`src/rtl/pdua_int_pkg.sv`:
```
// ============================================================================
// Module   : pdua_int_pkg
// Brief    : Shared types, defaults and priority encoder for pdua_int_ctrl.
// Revision : 1.0
// ============================================================================
`default_nettype none

package pdua_int_pkg;

    localparam int DEF_NUM_SRC   = 8;
    localparam int DEF_VEC_WIDTH = 3;

    typedef enum logic [1:0] {
        ST_IDLE     = 2'd0,
        ST_PULSE    = 2'd1,
        ST_WAIT_ACK = 2'd2,
        ST_GAP      = 2'd3
    } state_t;

    // Scans downward so the last hit, i.e. the lowest set index, wins.
    function automatic logic [4:0] prio_lowest(input logic [31:0] req);
        logic [4:0] idx;
        idx = '0;
        for (int i = 31; i >= 0; i--) begin
            if (req[i]) begin
                idx = 5'(i);
            end
        end
        return idx;
    endfunction

endpackage

`default_nettype wire

```
`src/rtl/pdua_edge_det.sv`:
```
// ============================================================================
// Module   : pdua_edge_det
// Brief    : Parameterised-width rising-edge detector (delay register + AND).
// Revision : 1.0
// ============================================================================
`default_nettype none

module pdua_edge_det #(
    parameter int WIDTH = 8
) (
    input  logic             clk,
    input  logic             rst,
    input  logic [WIDTH-1:0] sig_i,
    output logic [WIDTH-1:0] rise_o
);

    logic [WIDTH-1:0] sig_d_q;

    always_ff @(posedge clk or posedge rst) begin
        if (rst) begin
            sig_d_q <= '0;
        end else begin
            sig_d_q <= sig_i;
        end
    end

    assign rise_o = sig_i & ~sig_d_q;

endmodule

`default_nettype wire

```
`src/rtl/pdua_int_ctrl.sv`:
```
// ============================================================================
// Module   : pdua_int_ctrl
// Brief    : PDUA interrupt requester: edge-latched pending bits, enable mask,
//            lowest-index priority, INT pulse / int_clr handshake with retry.
// Revision : 1.0
// ============================================================================
`default_nettype none

module pdua_int_ctrl
    import pdua_int_pkg::*;
#(
    parameter int                  NUM_SRC      = DEF_NUM_SRC,
    parameter int                  VEC_WIDTH    = DEF_VEC_WIDTH,
    parameter int                  RETRY_CYCLES = 255,
    parameter logic [NUM_SRC-1:0]  MASK_RESET   = '1
) (
    input  logic                 clk,
    input  logic                 rst,
    input  logic [NUM_SRC-1:0]   irq,
    input  logic                 mask_we,
    input  logic [NUM_SRC-1:0]   mask_wdata,
    input  logic                 int_clr,
    output logic                 INT,
    output logic [VEC_WIDTH-1:0] int_vec,
    output logic [NUM_SRC-1:0]   pending,
    output logic [NUM_SRC-1:0]   mask,
    output logic                 busy
);

    localparam int CNT_W = ($clog2(RETRY_CYCLES + 1) > 8) ? $clog2(RETRY_CYCLES + 1) : 8;
    localparam logic [CNT_W-1:0] RETRY_LAST = CNT_W'(RETRY_CYCLES - 1);

    state_t               state_q, state_d;
    logic [VEC_WIDTH-1:0] vec_q, vec_d;
    logic [CNT_W-1:0]     cnt_q, cnt_d;
    logic [NUM_SRC-1:0]   pending_q, pending_d;
    logic [NUM_SRC-1:0]   mask_q, mask_d;
    logic [NUM_SRC-1:0]   rise;
    logic [NUM_SRC-1:0]   eligible;
    logic [VEC_WIDTH-1:0] winner;
    logic                 ack;

    pdua_edge_det #(
        .WIDTH (NUM_SRC)
    ) u_edge_det (
        .clk    (clk),
        .rst    (rst),
        .sig_i  (irq),
        .rise_o (rise)
    );

    assign eligible = pending_q & mask_q;
    assign winner   = VEC_WIDTH'(prio_lowest(32'(eligible)));

    always_comb begin
        state_d = state_q;
        vec_d   = vec_q;
        cnt_d   = cnt_q;
        ack     = 1'b0;
        case (state_q)
            ST_IDLE: begin
                if (|eligible) begin
                    vec_d   = winner;
                    state_d = ST_PULSE;
                end
            end
            ST_PULSE: begin
                cnt_d = '0;
                if (int_clr) begin
                    ack     = 1'b1;
                    state_d = ST_GAP;
                end else begin
                    state_d = ST_WAIT_ACK;
                end
            end
            ST_WAIT_ACK: begin
                cnt_d = cnt_q + 1'b1;
                if (int_clr) begin
                    ack     = 1'b1;
                    state_d = ST_GAP;
                end else if ((RETRY_CYCLES != 0) && (cnt_q == RETRY_LAST)) begin
                    state_d = ST_PULSE;
                end
            end
            ST_GAP: begin
                state_d = ST_IDLE;
            end
            default: begin
                state_d = ST_IDLE;
            end
        endcase

        // Clear before OR-ing new rises so a same-cycle re-request stays pending.
        pending_d = pending_q;
        if (ack) begin
            pending_d[vec_q] = 1'b0;
        end
        pending_d = pending_d | rise;

        mask_d = mask_we ? mask_wdata : mask_q;
    end

    always_ff @(posedge clk or posedge rst) begin
        if (rst) begin
            state_q   <= ST_IDLE;
            vec_q     <= '0;
            cnt_q     <= '0;
            pending_q <= '0;
            mask_q    <= MASK_RESET;
        end else begin
            state_q   <= state_d;
            vec_q     <= vec_d;
            cnt_q     <= cnt_d;
            pending_q <= pending_d;
            mask_q    <= mask_d;
        end
    end

    assign INT     = (state_q == ST_PULSE);
    assign busy    = (state_q != ST_IDLE);
    assign int_vec = vec_q;
    assign pending = pending_q;
    assign mask    = mask_q;

endmodule

`default_nettype wire

```
`config.mk`:
```
export PLATFORM = sky130hd
export DESIGN_NAME = pdua_int_ctrl
export DESIGN_NICKNAME = d
export VERILOG_FILES = /design/src/rtl/pdua_int_pkg.sv /design/src/rtl/pdua_edge_det.sv /design/src/rtl/pdua_int_ctrl.sv
export SDC_FILE = /design/constraint.sdc
export NUM_CORES = 1
export LEC_CHECK = 0
export BUFFER_PORTS_ARGS = -buffer_cell sky130_fd_sc_hd__buf_2
export CORE_AREA = 2 2 63 65
export DETAILED_ROUTE_END_ITERATION = 16
export DIE_AREA = 0 0 65 67
export PLACE_DENSITY = 0.76
export SLEW_MARGIN = 20
export SYNTH_ARGS = -nofsm -noshare
export SYNTH_HDL_FRONTEND = slang
export SYNTH_SLANG_ARGS = --single-unit
```
`constraint.sdc`:
```
create_clock -name clk -period 1.37 [get_ports clk]
set_input_delay 0.3425 -clock clk [delete_from_list [all_inputs] [get_ports clk]]
set_output_delay 0.3425 -clock clk [all_outputs]
set_load 0.02 [all_outputs]
```
==> results of run 1 <==
[area by class of cell]
type | instances | share of cell area [%]
Tap cell | 48 | 2.40
Sequential cell | 37 | 37.6
Clock buffer | 6 | 3.30
Multi-Input combinational cell | 92 | 30.7
Clock inverter | 2 | 1.50
Timing Repair Buffer | 73 | 21.5
Inverter | 19 | 2.95
[layout by cell type, fill, tap and decap left out, types with 4 or more instances in the layout]
cell type / n
sky130_fd_sc_hd__buf_4: 30
sky130_fd_sc_hd__buf_2: 29
sky130_fd_sc_hd__dfrtp_1: 25
sky130_fd_sc_hd__inv_1: 15
sky130_fd_sc_hd__o21ai_1: 13
sky130_fd_sc_hd__buf_6: 13
sky130_fd_sc_hd__mux2_2: 8
sky130_fd_sc_hd__nand2_1: 8
sky130_fd_sc_hd__dfstp_2: 8
sky130_fd_sc_hd__o21ai_0: 6
sky130_fd_sc_hd__a21oi_1: 6
sky130_fd_sc_hd__clkbuf_8: 6
sky130_fd_sc_hd__nor2_1: 4
sky130_fd_sc_hd__dfrtp_2: 4
[routing by layer]
layer | track usage [%] | vias to the layer above | wire length [um]
met4 | 7.18 | 0 | 62
met1 | 21.1 | 687 | 1570
met3 | 5.57 | 8 | 221
met5 | 0 | - | 0
li1 | - | 693 | -
met2 | 36.9 | 40 | 2150
[through the flow]
stage	setup TNS (ps)	worst slack (ps)	utilization (%)	power (uW)
global route	-1230	-139	69.3	5390
global placement	-4.68	-4.68	58.5	3410
detailed placement	-137	-75.3	58.5	3470
floorplan	-114	-58.9	-	2640
finish	-389	-91.3	69.3	5060
CTS	-408	-87.2	65.5	4760
[logic make-up after synthesis]
logic type	count (synthesis)	synth area share [%]
multiplexers	9	6.08
buffers and inverters	21	4.87
flip-flops	37	56.9
AO/OA/AOI/OAI	48	18.9
AND/OR/NAND/NOR	29	8.97
XOR/XNOR	1	0.532
adder cells (fa/ha/maj)	5	3.80
[critical path, cell delays in order (launching register included)]
cell and delay (ps):
sky130_fd_sc_hd__dfrtp_1 410, sky130_fd_sc_hd__inv_2 110, sky130_fd_sc_hd__ha_4 160, sky130_fd_sc_hd__inv_4 40, sky130_fd_sc_hd__buf_6 120
[power groups by stage]
| stage | logic (uW) | registers (uW) | clock network (uW) |
|---|---|---|---|
| floorplan | 909 | 1740 | 0 |
| global placement | 1880 | 1520 | 0 |
| detailed placement | 1930 | 1540 | 0 |
| CTS | 2230 | 1520 | 1020 |
| global route | 2720 | 1600 | 1070 |
| finish | 2490 | 1580 | 988 |
[sequential cells by signal, indices dropped and copies added (netlist names)]
name,flops
pending,8
u_edge_det.sig_d_q,8
mask,8
cnt_q,8
int_vec,3
state_q,2
[final timing paths]
kind                            cells after the start             startpoint  slack, ps                     to
worst max register to register                      5             state_q[0]        -60               cnt_q[5]
worst min-delay path                                3                    rst         80  u_edge_det.sig_d_q[2]
max in group asynchronous                           3                    rst       1040                mask[7]
worst max-delay path                                4             state_q[0]        -90                   busy
worst min register to register                      1  u_edge_det.sig_d_q[4]        400             pending[4]
min in group clk                                    1                 irq[3]        170  u_edge_det.sig_d_q[3]
[what timing repair did]
action | in CTS | in global routing
buffers inserted | 8 | 1
gates cloned | 0 | 0
setup endpoints to repair | 14 | 27
hold buffers | 0 | 0
resized for setup | 24 | 45
pin swaps | 4 | 14
==> impl_summary.log, run 1 <==
INFO  metric final_cell_area = 2500 um^2
INFO  metric footprint_of_the_flip_flops_and_latches = 941 um^2
INFO  metric num_vias = 1,428
INFO  metric multiInputGateArea = 768 um^2
INFO  metric firstDrtPassIters = 4
INFO  metric grt_pass1_wl = 6310 um
INFO  metric seq_power_share = 31.2%
INFO  metric p_int = 3170 uW
INFO  metric finalSetupViolCount = 9
INFO  metric fin_crit_sh = 107%
INFO  metric synthesis.instances = 150
INFO  metric initial_utilization = 45.6%
INFO  metric worst_ep_arrival_time = 1120 ps
INFO  metric yosys_register_bits = 37
INFO  metric net-switching-power = 1890 uW
INFO  metric report.final.slew_viol_count = 0
INFO  metric grt_max_degree = 38
INFO  metric mappedNetlistArea = 1650 um^2
INFO  metric status = complete, but fails checks
INFO  metric tritoncts = yes
INFO  metric ant_diodes = 0
INFO  metric routabilityCongestion = 0.803
INFO  metric post_dp_area = 2110 um^2
INFO  metric power.static_leakage = 0.00112 uW
INFO  metric fmax = 684 MHz
INFO  metric post-synth-top-count-cell = sky130_fd_sc_hd__dfrtp_1
INFO  metric synth_top_area_share = 44.1%
INFO  metric wirelength = 4010 um
INFO  metric final_min_period = 1460 ps
INFO  metric drtIter0Drc = 100
INFO  metric drt-vias-per-instance = 5.16
INFO  metric numCtsBuffers = 5
INFO  metric async_flop_share = 100%
INFO  metric hold_path.class = in2async
INFO  metric maxSlewHeadroom = 77.6%
INFO  metric synth_edf_count = 0
INFO  metric ys_warn_count = 0
INFO  metric finalHoldViolCount = 0
INFO  metric post-route-worst-setup-slack = -91.3 ps
INFO  metric routed_length_per_instance = 14.5 um
INFO  metric nets = 253
INFO  metric clk_root_buffer_cell = sky130_fd_sc_hd__clkbuf_8
INFO  metric detailedPlacementHpwl = 2740 um
INFO  metric crit_path_max_fanout = 3
INFO  metric syn-num-nets = 175
INFO  metric critical_path_required = 1030 ps
INFO  metric global_route.overflow_total = 0
INFO  metric cts_buffer_depth = 2
INFO  metric die_w = 65 um
INFO  metric path_class = reg2out
INFO  metric via_count_of_the_first_global_routing_pass = 1,417
INFO  metric h-tree-depth = 2
INFO  metric tightestPinTransition = 336 ps
INFO  metric yosys_most_used_dff = sky130_fd_sc_hd__dfrtp_1
INFO  metric critPathCaptureType = output pin
INFO  metric die_area = 4360 um^2
INFO  metric drtAntennaViolNets = 0
INFO  metric failed_checks = negative setup slack
INFO  metric stdcell_count = 277
INFO  metric synth.yosys.seq_area_share = 56.9%
INFO  metric worst_ir_drop_vdd = 974 uV
INFO  metric fin_worst_hold_slack = 80.9 ps
INFO  metric clkSinkCount = 37
INFO  metric yosysUniqueCellTypes = 33
INFO  metric placed_cells_incl_taps = 260
INFO  metric yosys-top-cells-area = sky130_fd_sc_hd__dfrtp_1, sky130_fd_sc_hd__dfstp_2, sky130_fd_sc_hd__o21ai_0, sky130_fd_sc_hd__mux2_2, sky130_fd_sc_hd__inv_1
INFO  metric placeableCoreArea = 3610 um^2
INFO  metric post-synth-top-area-cell = sky130_fd_sc_hd__dfrtp_1
INFO  metric clk_transition_reported_paths = 70 ps
INFO  metric drive_gt1_share = 55.9%
INFO  metric post_synth_most_frequent_cells = sky130_fd_sc_hd__dfrtp_1, sky130_fd_sc_hd__o21ai_0, sky130_fd_sc_hd__inv_1
INFO  metric setup.worst_path.start_class = flip-flop
INFO  metric share_clk_of_total_power = 19.5%
INFO  metric max-cap-violations = 0
INFO  metric rsz0062_at_grt = true
INFO  metric initial_antenna_violation_count = 0
INFO  metric final.setup_skew = 7.33 ps
INFO  metric rows = 22
INFO  metric fillerInstances = 260
INFO  metric power.share.combinational = 49.3%
INFO  metric area_growth = 51.9%
INFO  metric switching_share = 37.3%
INFO  metric power_density = 2020 nW/um^2
INFO  metric worstSkewPairLatency = 290 ps
INFO  metric groute.usage.overall = 19.7%
INFO  metric chipHeight = 67 um
INFO  metric io_pins = 41
INFO  metric port_buffers = 40
INFO  metric syn_avg_cell_area = 11.0 um^2
INFO  metric drc = 0
Power figures use the tool's default switching activity.
==> run 2, diff against run 1 <==
==> constraint.sdc (replaced) <==
create_clock -name clk -period 1.37 [get_ports clk]
set_input_delay 0.2055 -clock clk [delete_from_list [all_inputs] [get_ports clk]]
set_output_delay 0.2055 -clock clk [all_outputs]
set_load 0.02 [all_outputs]
==> run 2 against run 1 <==
Net effect: the run still ends with negative setup slack left; largest power group unchanged; highest routed layer unchanged; combinational power is 8.0% lower; utilization is 4.9 points lower; first-iteration DRC count is 26% lower; die area stayed put; total power is 6.2% lower; setup slack better by 20 ps; flip-flop and latch count stayed put; register-to-register slack hardly changed; wire length is 6.3% lower.
==> impl_summary.log, run 2 (synthesis results as in run 1) <==
INFO  metric mostFrequentLayoutCells = sky130_fd_sc_hd__buf_2, sky130_fd_sc_hd__dfrtp_1, sky130_fd_sc_hd__buf_4
INFO  metric cp_slowest_stage_delay = 400 ps
INFO  metric chipHeight = 67 um
INFO  metric critical_path_required = 1600 ps
INFO  metric finalHoldViolCount = 0
INFO  metric area_growth = 41.1%
INFO  metric critical_path.slowest_cell = sky130_fd_sc_hd__or3_1
INFO  metric max-cap-violations = 0
INFO  metric worst_ir_drop_vdd = 947 uV
INFO  metric path_class = reg2reg
INFO  metric critical_path.reg2reg.startpoint = state_q[1]
INFO  metric routed_length_per_instance = 13.8 um
INFO  metric final_min_period = 1440 ps
INFO  metric cp.depth = 5
INFO  metric drtIter0Drc = 74
INFO  metric rsz0062_at_grt = true
INFO  metric detailedPlacementHpwl = 2610 um
INFO  metric placeableCoreArea = 3610 um^2
INFO  metric multiInputGateArea = 726 um^2
INFO  metric initial_antenna_violation_count = 0
INFO  metric drt-vias-per-instance = 5.23
INFO  metric stdcell_count = 271
INFO  metric global_route.overflow_total = 0
INFO  metric groute.usage.overall = 18.0%
INFO  metric io_pins = 41
INFO  metric numCtsBuffers = 5
INFO  metric nets = 248
INFO  metric footprint_of_the_flip_flops_and_latches = 936 um^2
INFO  metric status = complete, but fails checks
INFO  metric setup.worst_path.start_class = flip-flop
INFO  metric critPathCaptureType = flip-flop
INFO  metric post-route-worst-setup-slack = -70.8 ps
INFO  metric wirelength = 3750 um
INFO  metric maxSlewHeadroom = 69.4%
INFO  metric grt_pass1_wl = 5780 um
INFO  metric clk_transition_reported_paths = 70 ps
INFO  metric tightestPinTransition = 458 ps
INFO  metric worst_ep_arrival_time = 1670 ps
INFO  metric power.static_leakage = 0.00108 uW
INFO  metric clk_root_buffer_cell = sky130_fd_sc_hd__clkbuf_8
INFO  metric final_cell_area = 2320 um^2
INFO  metric h-tree-depth = 2
INFO  metric hold_path.class = in2async
INFO  metric cts_buffer_depth = 2
INFO  metric fillerInstances = 279
INFO  metric worstSkewPairLatency = 290 ps
INFO  metric tritoncts = yes
INFO  metric die_area = 4360 um^2
INFO  metric finalSetupTns = -217 ps
INFO  metric cp.buffers_inverters = 1
INFO  metric initial_utilization = 45.6%
INFO  metric fin_crit_sh = 105%
INFO  metric drtAntennaViolNets = 0
INFO  metric finalSetupViolCount = 4
INFO  metric placed_cells_incl_taps = 260
INFO  metric grt_max_degree = 38
INFO  metric firstDrtPassIters = 4
INFO  metric ant_diodes = 0
INFO  metric via_count_of_the_first_global_routing_pass = 1,301
INFO  metric final.setup_skew = 6.65 ps
INFO  metric fmax = 694 MHz
INFO  metric failed_checks = negative setup slack
INFO  metric crit_path_start = state_q[1]
INFO  metric clkSinkCount = 37
INFO  metric report.final.slew_viol_count = 0
INFO  metric timing.critical_path.max_delay_family = simple AND/OR/NAND/NOR gates
INFO  metric fin_worst_hold_slack = 8.36 ps
INFO  metric rows = 22
INFO  metric pre_cts_ws = -92.0 ps
INFO  metric power_density = 2040 nW/um^2
INFO  metric reg2reg_depth = 5
INFO  metric drive_gt1_share = 49.3%
INFO  metric die_w = 65 um
INFO  metric final_common_cell = sky130_fd_sc_hd__buf_2
INFO  metric crit_chain = inv_2, ha_4, nand4_1, or3_1, a21oi_2
INFO  metric routabilityCongestion = 0.796
INFO  metric port_buffers = 40
INFO  metric crit_path_max_fanout = 4
INFO  metric post_dp_area = 2100 um^2
INFO  metric num_vias = 1,417
INFO  metric drc = 0
run 2: what timing repair did:
action | CTS | global route
setup buffers | 2 | 2
pin swaps | 4 | 6
setup endpoints to repair | 8 | 18
gates cloned | 0 | 0
hold buffers | 0 | 0
resized for setup | 6 | 24
run 2: final timing paths:
check	to	slack, ps
max	cnt_q[7]	-70
min	u_edge_det.sig_d_q[0]	8
max reg2reg	cnt_q[7]	-70
min reg2reg	pending[6]	400
max in group asynchronous	mask[5]	1010
min in group clk	u_edge_det.sig_d_q[0]	30
run 2: where the power goes:
part | switching, uW | leakage (uW) | internal, uW
clock network | 371 | 0.0000540 | 529
logic | 1200 | 0.000599 | 1080
registers | 228 | 0.000423 | 1330
run 2: worst register-to-register path: cells and delay by family (launching register included):
family	cells	cell delay (ps)
adders and majority gates	1	280
and+or+nand+nor	2	550
buffers and inverters	1	60
AOI/OAI and AO/OA	1	110
DFF	1	380
run 2: per-stage QoR:
stage	power [uW]	util, %
finish	4740	64.4
global route	5030	64.4
CTS	4470	62.0
detailed placement	3450	58.2
global placement	3400	58.2
floorplan	2640	-
run 2: area by class of cell:
class / count / area share, %
clock inverter: 2 / 1.51
sequential: 37 / 40.3
multi-input combinational: 92 / 31.2
tap: 48 / 2.59
inverter: 19 / 3.18
clock buffer: 5 / 2.96
timing repair buffer: 68 / 18.2
run 2: per-layer routing:
metal	part of all wire [%]	vias up	track usage, %	wire length (um)
li1	-	683	-	-
met1	43	682	20.7	1600
met2	50	46	31.7	1880
met3	6.1	6	5.74	228
met4	1.1	0	5.59	40
met5	0	-	0	0
